<file path="config.mk">
export PLATFORM = sky130hd
export DESIGN_NAME = wave_meter_flat
export DESIGN_NICKNAME = d
export VERILOG_FILES = /design/src/rtl/wave_meter_if.sv /design/src/rtl/wave_meter.sv /design/src/flat_wrapper.sv
export SDC_FILE = /design/constraint.sdc
export NUM_CORES = 1
export LEC_CHECK = 0
export ABC_CLOCK_PERIOD_IN_PS = 3960
export BUFFER_PORTS_ARGS = -buffer_cell sky130_fd_sc_hd__buf_2
export CELL_PAD_IN_SITES_DETAIL_PLACEMENT = 1
export CELL_PAD_IN_SITES_GLOBAL_PLACEMENT = 1
export CORE_MARGIN = 2
export CORE_UTILIZATION = 49
export CTS_CLUSTER_SIZE = 12
export DETAILED_ROUTE_END_ITERATION = 10
export MAX_ROUTING_LAYER = met4
export PLACE_DENSITY_LB_ADDON = 0.1
export SETUP_SLACK_MARGIN = 0.1
export SLEW_MARGIN = 20
export SYNTH_ARGS = -nofsm -noshare
export SYNTH_HDL_FRONTEND = slang
export SYNTH_SLANG_ARGS = --single-unit
</file>
<file path="constraint.sdc">
create_clock -name clk -period 3.96 [get_ports clk]
set_clock_uncertainty 0.15 [all_clocks]
set_input_delay 0.792 -clock clk [delete_from_list [all_inputs] [get_ports clk]]
set_output_delay 0.792 -clock clk [all_outputs]
set_load 0.05 [all_outputs]
</file>
<file path="src/rtl/wave_meter_if.sv">
// Sample stream in, period/peak-to-peak measurements out, for wave_meter.
interface wave_meter_if;
   logic [11:0] sample_in;
   logic        sample_vld;
   logic [25:0] meas_period;
   logic [11:0] meas_vpp;
   logic        meas_vld;
   logic        meas_timeout;

   modport master (
      output sample_in, sample_vld,
      input  meas_period, meas_vpp, meas_vld, meas_timeout
   );

   modport slave (
      input  sample_in, sample_vld,
      output meas_period, meas_vpp, meas_vld, meas_timeout
   );
endinterface

</file>
<file path="src/rtl/wave_meter.sv">
// Measures waveform period (in valid samples) and peak-to-peak between hysteretic rising crossings.
// Optional WAVE_METER_AVG_EN: report the mean of the last 4 periods instead of the last one.
module wave_meter #(
   parameter logic [11:0] MID     = 12'd2048,
   parameter logic [11:0] HYST    = 12'd64,
   parameter logic [25:0] TIMEOUT = 26'd50_000_000
) (
   input  logic       clk,
   input  logic       rst_n,
   wave_meter_if.slave bus_io
);

   typedef enum logic [1:0] {StArmLow, StArmHigh, StMeasHigh, StMeasLow} state_e;

   localparam logic [12:0] HighThr = {1'b0, MID} + {1'b0, HYST};

   state_e      state_q, state_d;
   logic [25:0] cnt_q, cnt_d;
   logic [11:0] max_q, max_d, min_q, min_d;
   logic [25:0] period_q, period_d;
   logic [11:0] vpp_q, vpp_d;
   logic        vld_q, vld_d, tout_q, tout_d;

   logic [11:0] s;
   logic        vld, is_high, is_low, in_meas, rise, first_rise, tout_ev;

   assign s       = bus_io.sample_in;
   assign vld     = bus_io.sample_vld;
   assign is_high = {1'b0, s} >= HighThr;
   // Add instead of subtract so a large HYST cannot underflow.
   assign is_low  = ({1'b0, s} + {1'b0, HYST}) <= {1'b0, MID};
   assign in_meas = (state_q == StMeasHigh) || (state_q == StMeasLow);
   assign rise       = vld && (state_q == StMeasLow) && is_high;
   assign first_rise = vld && (state_q == StArmHigh) && is_high;
   assign tout_ev    = vld && in_meas && !rise && (cnt_q == TIMEOUT);

   always_ff @(posedge clk or negedge rst_n) begin
      if (!rst_n) state_q <= StArmLow;
      else        state_q <= state_d;
   end

   always_comb begin
      state_d = state_q;
      if (vld) begin
         case (state_q)
            StArmLow:   if (is_low) state_d = StArmHigh;
            StArmHigh:  if (is_high) state_d = StMeasHigh;
            StMeasHigh: begin
               if (tout_ev)     state_d = StArmLow;
               else if (is_low) state_d = StMeasLow;
            end
            StMeasLow: begin
               if (is_high)      state_d = StMeasHigh;
               else if (tout_ev) state_d = StArmLow;
            end
            default:    state_d = StArmLow;
         endcase
      end
   end

`ifdef WAVE_METER_AVG_EN
   logic [2:0][25:0] hist_q, hist_d;
   logic [1:0]       coll_q, coll_d;
   logic [27:0]      sum;

   assign sum = {2'b0, hist_q[0]} + {2'b0, hist_q[1]} + {2'b0, hist_q[2]} + {2'b0, cnt_q};

   always_ff @(posedge clk or negedge rst_n) begin
      if (!rst_n) begin
         hist_q <= '0;
         coll_q <= '0;
      end else begin
         hist_q <= hist_d;
         coll_q <= coll_d;
      end
   end
`endif

   always_comb begin
      cnt_d    = cnt_q;
      max_d    = max_q;
      min_d    = min_q;
      period_d = period_q;
      vpp_d    = vpp_q;
      vld_d    = 1'b0;
      tout_d   = tout_q;
`ifdef WAVE_METER_AVG_EN
      hist_d   = hist_q;
      coll_d   = coll_q;
`endif
      if (first_rise || rise) begin
         cnt_d = 26'd1;
         max_d = s;
         min_d = s;
      end else if (tout_ev) begin
         cnt_d  = '0;
         tout_d = 1'b1;
`ifdef WAVE_METER_AVG_EN
         coll_d = '0;
`endif
      end else if (vld && in_meas) begin
         cnt_d = cnt_q + 26'd1;
         if (s > max_q) max_d = s;
         if (s < min_q) min_d = s;
      end

      if (rise) begin
         tout_d = 1'b0;
`ifdef WAVE_METER_AVG_EN
         hist_d = {hist_q[1], hist_q[0], cnt_q};
         // History holds 3 older periods; the 4th is the one just closed.
         if (coll_q == 2'd3) begin
            vld_d    = 1'b1;
            period_d = sum[27:2];
            vpp_d    = max_q - min_q;
         end else begin
            coll_d = coll_q + 2'd1;
         end
`else
         vld_d    = 1'b1;
         period_d = cnt_q;
         vpp_d    = max_q - min_q;
`endif
      end
   end

   always_ff @(posedge clk or negedge rst_n) begin
      if (!rst_n) begin
         cnt_q    <= '0;
         max_q    <= '0;
         min_q    <= 12'hFFF;
         period_q <= '0;
         vpp_q    <= '0;
         vld_q    <= 1'b0;
         tout_q   <= 1'b0;
      end else begin
         cnt_q    <= cnt_d;
         max_q    <= max_d;
         min_q    <= min_d;
         period_q <= period_d;
         vpp_q    <= vpp_d;
         vld_q    <= vld_d;
         tout_q   <= tout_d;
      end
   end

   assign bus_io.meas_period  = period_q;
   assign bus_io.meas_vpp     = vpp_q;
   assign bus_io.meas_vld     = vld_q;
   assign bus_io.meas_timeout = tout_q;

endmodule
</file>
<file path="src/flat_wrapper.sv">
// flat-port wrapper written by rule: the top's interface ports become plain ports
module wave_meter_flat 
#(
   parameter logic [11:0] MID     = 12'd2048,
   parameter logic [11:0] HYST    = 12'd64,
   parameter logic [25:0] TIMEOUT = 26'd50_000_000
)
  (clk, rst_n, bus_io_sample_in, bus_io_sample_vld, bus_io_meas_period, bus_io_meas_vpp, bus_io_meas_vld, bus_io_meas_timeout);
  wave_meter_if bus_io_i ();
  input  logic clk;
  input  logic rst_n;
  input wire logic [$bits(bus_io_i.sample_in)-1:0] bus_io_sample_in;
  input wire logic [$bits(bus_io_i.sample_vld)-1:0] bus_io_sample_vld;
  output wire logic [$bits(bus_io_i.meas_period)-1:0] bus_io_meas_period;
  output wire logic [$bits(bus_io_i.meas_vpp)-1:0] bus_io_meas_vpp;
  output wire logic [$bits(bus_io_i.meas_vld)-1:0] bus_io_meas_vld;
  output wire logic [$bits(bus_io_i.meas_timeout)-1:0] bus_io_meas_timeout;
  assign bus_io_i.sample_in = bus_io_sample_in;
  assign bus_io_i.sample_vld = bus_io_sample_vld;
  assign bus_io_meas_period = bus_io_i.meas_period;
  assign bus_io_meas_vpp = bus_io_i.meas_vpp;
  assign bus_io_meas_vld = bus_io_i.meas_vld;
  assign bus_io_meas_timeout = bus_io_i.meas_timeout;
  wave_meter #(.MID(MID), .HYST(HYST), .TIMEOUT(TIMEOUT)) u_core (.clk(clk), .rst_n(rst_n), .bus_io(bus_io_i));
endmodule
</file>
# Word-level counts from Yosys, hierarchy flattened
# Cells that the tools add are included.
[totals]
ff_bits = 92
input_bits = 15
out_inout_bits = 40
wordCells = 67
[classes]
n_addsub = 3
n_lt_le_gt_ge = 4
n_eq_ne = 10
n_mux = 22
reduce_logical = 20
[op_table]
columns = ["op", "n"]
rows = [
  ["$mux W12", 8],
  ["$mux W26", 3],
  ["$add A26 B1 Y26 const B", 1],
  ["$eq A26 B26 Y1 const B", 1],
  ["$add A12 B7 Y13 const B", 1],
  ["$le A13 B12 Y1 const B", 1],
  ["$ge A12 B12 Y1 const B", 1],
  ["$gt A12 B12 Y1", 1],
  ["$lt A12 B12 Y1", 1],
  ["$mux W2", 6],
  ["$sub A12 B12 Y12", 1],
  ["$pmux W2 S4", 1],
  ["$reduce_bool A2 Y1", 4],
  ["$logic_and A1 B1 Y1", 7],
  ["$ne A2 B1 Y1 const B", 3],
  ["$ne A3 B1 Y1 const B", 2],
  ["$reduce_and A3 Y1", 2],
  ["$reduce_and A5 Y1", 1],
  ["$eq A2 B2 Y1 const B", 2],
  ["$mux W1", 4],
  ["$reduce_bool A3 Y1", 1],
  ["$eq A2 B1 Y1 const B", 1],
  ["$logic_not A2 Y1", 1],
  ["$logic_or A1 B1 Y1", 2],
  ["other kinds (3)", 3],
]

# Logic depth before layout (Yosys ltp)
[depth]
depth_word = 9
ltp_mapped = 9
depth_no_buf = 9

# Least setup slack after synthesis
# OpenSTA, ideal clock, no wires.
[synth_path]
kind = "in2reg"
start = "in bus_io_sample_in[8]"
end = "reg u_core.max_q[10]"
setup_time_ns = 0.125
arrival_ns = 2.585
required_ns = 3.685
slack_ns = 1.100
path_stages = 7
n_path_buf = 2
path_cell_list = "or4_1 > o2111ai_1 > buf_2 > o21ai_0 > o21ai_0 > buf_4 > mux2_2"
[synth_between]
elab_chain_len = 7
elab_cells_between_ends = 13
cone_classes = "order compare: 2; eq/ne: 1; mux: 1; reduce/logical: 9"
[synth_lines]
columns = ["item", "line_no", "text"]
rows = [
  ["start: declaration", "flat_wrapper.sv:12", "input wire logic [$bits(bus_io_i.sample_in)-1:0] bus_io_sample_in;"],
  ["$ge A12 B12 Y1", "wave_meter.sv:29", "assign is_high = {1'b0, s} >= HighThr;"],
  ["$logic_and A1 B1 Y1", "wave_meter.sv:33", "assign rise = vld && (state_q == StMeasLow) && is_high;"],
  ["$logic_not A1 Y1", "wave_meter.sv:35", "assign tout_ev = vld && in_meas && !rise && (cnt_q == TIMEOUT);"],
  ["$logic_and A1 B1 Y1 (2 in a row)", "wave_meter.sv:35", ""],
  ["$ne A2 B2 Y1 (no source line)", "n/a", ""],
  ["$reduce_and A3 Y1 (no source line)", "n/a", ""],
  ["end signal: assignment", "wave_meter.sv:138", "max_q <= max_d;"],
  ["end: declaration", "wave_meter.sv:19", "logic [11:0] max_q, max_d, min_q, min_d;"],
]
# Several ways; a longest one is shown, not always the timed one.
# A chain may end at the register's enable or synchronous reset.

# Worst setup path in the final report
[layout_path]
start = "reg u_core.cnt_q[5]"
end = "reg u_core.max_q[5]"
[layout_between]
elab_chain_len = 4
[layout_lines]
columns = ["item", "line_no", "text"]
rows = [
  ["start: declaration", "wave_meter.sv:18", "logic [25:0] cnt_q, cnt_d;"],
  ["start signal: assignment", "wave_meter.sv:137", "cnt_q <= cnt_d;"],
  ["$eq A26 B26 Y1", "wave_meter.sv:35", ""],
  ["$logic_and A1 B1 Y1", "wave_meter.sv:35", ""],
  ["$ne A2 B2 Y1 (no source line)", "n/a", ""],
  ["$reduce_and A3 Y1 (no source line)", "n/a", ""],
]
# No other way between the ends.

==> qor.txt <==
========================================================================================================
Number of nets produced by synthesis                                                                 559
Post-CTS clock slew at the launch and capture registers of the worst setup and hold paths        0.09 ns
Number of DRC markers after the initial detailed-route iteration                                     198
Number of standard cells in the final layout excluding fillers                                       707
Finished Cell Area                                                                              5545 µm²
Vias in the first global route                                                                     4,051
Avg Synthesized Cell Area                                                                      9.713 µm²
Commonest non-fill, non-tap cells in the layout                                             sky130_fd_sc_hd__nand2_1, sky130_fd_sc_hd__dfrtp_1, sky130_fd_sc_hd__buf_2, sky130_fd_sc_hd__nor2_1, sky130_fd_sc_hd__ha_1
Most instantiated flip-flop cell in the synthesis netlist                                   sky130_fd_sc_hd__dfrtp_1
Post-synthesis sequential element count                                                               92
Global-route met3 utilization                                                                     3.509%
Cell Area, Placed                                                                               5376 µm²
Final-report setup violation count                                                                     0
Run status                                                                                  complete, no violations
Met2 track demand over resource                                                                   36.84%
Worst slew margin relative to its limit                                                           39.62%
Met1 Resource Use GR                                                                              35.78%
Number of nets still failing antenna checks after routing                                              0
Number of clock sinks                                                                                 92
Maximum level of the CTS H-tree                                                                        3
Pre-Repair DR Iteration Count                                                                          4
Dominant combinational cell family by area after synthesis                                  simple AND/OR/NAND/NOR gates
Number of hold violations in the final report                                                          0
Clock buffer count from CTS                                                                            9
RePlAce Congestion                                                                                0.9285
Total negative slack                                                                                0 ns
Average routed wire per standard cell                                                           17.09 µm
Max Transition Viols Final                                                                             0
Buffers inserted by post-CTS timing repair                                                             0
Worst setup SP type                                                                                 flop
Number of instances in the synthesized netlist                                                       507
P&R area growth vs syn                                                                            12.60%
Worst Tran Pin Value                                                                           0.9058 ns
Path type of the worst min-delay path                                                         reg -> reg
Number of different library cells in the post-synthesis netlist                                       50
Worst-path maximum fanout                                                                              9
Required time of the worst setup path                                                            4.07 ns
FFs w/ async S/R, synth                                                                           100.0%
Share of cell area taken by muxes after synthesis                                                 6.098%
Leakage                                                                                         2.859 nW
Starting Density                                                                                  50.38%
Mean number of vias per cell                                                                       5.412
Die boundary height                                                                             104.3 µm
Capturing element type of the critical path                                                         flop
Ratio of final minimum period to clock period                                                     74.59%
Area fraction in compound gates after synthesis                                                   9.629%
Max cap viols                                                                                          0
DRC violation count after routing                                                                      0
Arrival time of data at the critical path endpoint                                               3.06 ns
Die Area                                                                                      10,870 µm²
Xor-xnor portion of the synthesized cell area                                                     5.691%
Cts-stage hold buffer count                                                                            0
Die W                                                                                           104.3 µm
Post-Place Cells                                                                                     691
Fraction of final layout cells with drive strength greater than 1                                 20.03%
Fmax achieved                                                                                  338.6 MHz
FF/Latch Area                                                                                   2317 µm²
Busiest metal layer after global routing                                                            met2
Core footprint                                                                                  9774 µm²
Adder-cell area share of the yosys netlist                                                        9.553%
Fillers                                                                                            1,147
Maximum vdd drop                                                                               0.3358 mV
Clock tree from TritonCTS                                                                           done
Power density over cell area                                                                691.7 nW/µm²
Total via count in the routed design                                                               3,826
Total power of the final layout                                                               0.003836 W
Antenna violations before repair                                                                       0
Input/output buffers                                                                                  54
Half-perimeter wire length after detailed placement                                              9074 µm
Combined area of all synthesized cells                                                          4925 µm²
Area share of and/or/nand/nor cells after synthesis                                               18.29%
Final net count                                                                                      621
Post-synthesis sequential area ratio                                                              47.05%
Buffer type at the clock tree root                                                          sky130_fd_sc_hd__clkbuf_8
Number of rows in the core area                                                                       36
Final Routed Wirelength                                                                        12,090 µm
Area of the multi-input gates                                                                   2429 µm²
Number of gates resized after CTS                                                                      0
Total global routing overflow                                                                          0
Number of flops mapped to enable cells by yosys                                                        0
# diodes                                                                                               0
Yosys warns                                                                                            0
Worst Path Class, Setup                                                                       reg -> reg
Largest net degree at the start of global routing                                                     70
Clock Latency Late Sink                                                                          0.38 ns
Global-route wire length before repair                                                         20,730 µm
Overall track demand over capacity in global routing                                              24.73%
Unrepaired setup endpoints after global routing                                                    false
Ports placed on the boundary                                                                          55
Largest buffer count on any clock path                                                                 2
Most common cell after layout, fill and taps aside                                          sky130_fd_sc_hd__nand2_1
Tmin final                                                                                      2.954 ns
========================================================================================================
-- power by group --
group | internal (W) | total (W) | switching (W)
registers | 0.00120 | 0.00138 | 0.000178
clock network | 0.000231 | 0.000576 | 0.000345
logic | 0.000736 | 0.00188 | 0.00114
total | 0.00217 | 0.00384 | 0.00167
-- state kept, by name, indices dropped and copies added, names as in the netlist --
| name | count |
|---|---|
| u_core.bus_io.meas_period | 26 |
| u_core.bus_io.meas_vpp | 12 |
| u_core.bus_io.meas_timeout | 1 |
| u_core.cnt_q | 26 |
| u_core.bus_io.meas_vld | 1 |
| u_core.state_q | 2 |
| u_core.min_q | 12 |
| u_core.max_q | 12 |
-- area by class of cell --
type	instances	area share, %
Sequential cell	92	41.79
Multi-Input combinational cell	370	43.80
Clock buffer	11	2.369
Clock inverter	5	0.6769
Timing Repair Buffer	63	6.137
Inverter	33	2.234
Tap cell	133	3.001
-- worst max-delay path: stages, from the launching register on --
cell,delay [ns]
sky130_fd_sc_hd__dfrtp_1,0.44
sky130_fd_sc_hd__or4b_1,0.56
sky130_fd_sc_hd__or3_1,0.36
sky130_fd_sc_hd__o31ai_1,0.38
sky130_fd_sc_hd__o21ai_0,0.18
sky130_fd_sc_hd__o21ai_0,0.16
sky130_fd_sc_hd__buf_4,0.26
sky130_fd_sc_hd__mux2_2,0.35
-- cells by family after synthesis --
kind of cell / Yosys count
simple gates: 202
flops: 92
compound gates: 75
buf+inv: 45
fa+ha+maj: 37
xor+xnor: 32
mux: 24
-- synth_stat cells (9+ instances only) --
cell                      number  area (µm²)
sky130_fd_sc_hd__nand2_1     108       405.4
sky130_fd_sc_hd__dfrtp_1      80        2002
sky130_fd_sc_hd__nor2_1       37       138.9
sky130_fd_sc_hd__ha_1         36       450.4
sky130_fd_sc_hd__inv_1        32       120.1
sky130_fd_sc_hd__o21ai_0      27       135.1
sky130_fd_sc_hd__xor2_1       23       201.4
sky130_fd_sc_hd__a21oi_1      21       105.1
sky130_fd_sc_hd__nand3_1      15       75.07
sky130_fd_sc_hd__dfstp_2      12       315.3
sky130_fd_sc_hd__mux2_2       12       135.1
sky130_fd_sc_hd__mux2_4        9       135.1
sky130_fd_sc_hd__nand4_1       9       56.30
sky130_fd_sc_hd__xnor2_1       9       78.83
-- path summary, 6_finish.rpt --
check	end	depth (start not counted)	slack (ns)	start
min in group asynchronous	u_core.bus_io.meas_vpp[2]$_DFFE_PN0P_	1	0.38	rst_n
max in group asynchronous	u_core.bus_io.meas_period[15]$_DFFE_PN0P_	2	2.54	rst_n
hold reg to reg	u_core.bus_io.meas_period[21]$_DFFE_PN0P_	2	0.33	u_core.bus_io.meas_period[21]$_DFFE_PN0P_
setup reg to reg	u_core.max_q[5]$_DFFE_PN0P_	7	1.01	u_core.cnt_q[5]$_DFFE_PN0P_
setup / recovery	u_core.max_q[5]$_DFFE_PN0P_	7	1.01	u_core.cnt_q[5]$_DFFE_PN0P_
hold / removal	u_core.bus_io.meas_period[21]$_DFFE_PN0P_	2	0.33	u_core.bus_io.meas_period[21]$_DFFE_PN0P_
-- per-layer routing --
metal / vias up / routed length [µm]
met2: 65 / 5348
met4: 0 / 149
met5: - / 0
met3: 14 / 389
met1: 1899 / 6198
li1: 1848 / -
-- per-stage QoR --
stage | hold WS (ns) | util, % | worst slack, ns
3_3_place_gp | 0.3029 | 55.01 | 0.7769
4_1_cts | 0.3292 | 56.73 | 1.029
3_5_place_dp | 0.3072 | 55.01 | 0.7383
5_1_grt | 0.3604 | 56.73 | 0.8798
6_report | 0.3262 | 56.73 | 1.006
2_1_floorplan | 0.3230 | - | 1.100
Power figures use the tool's default switching activity.
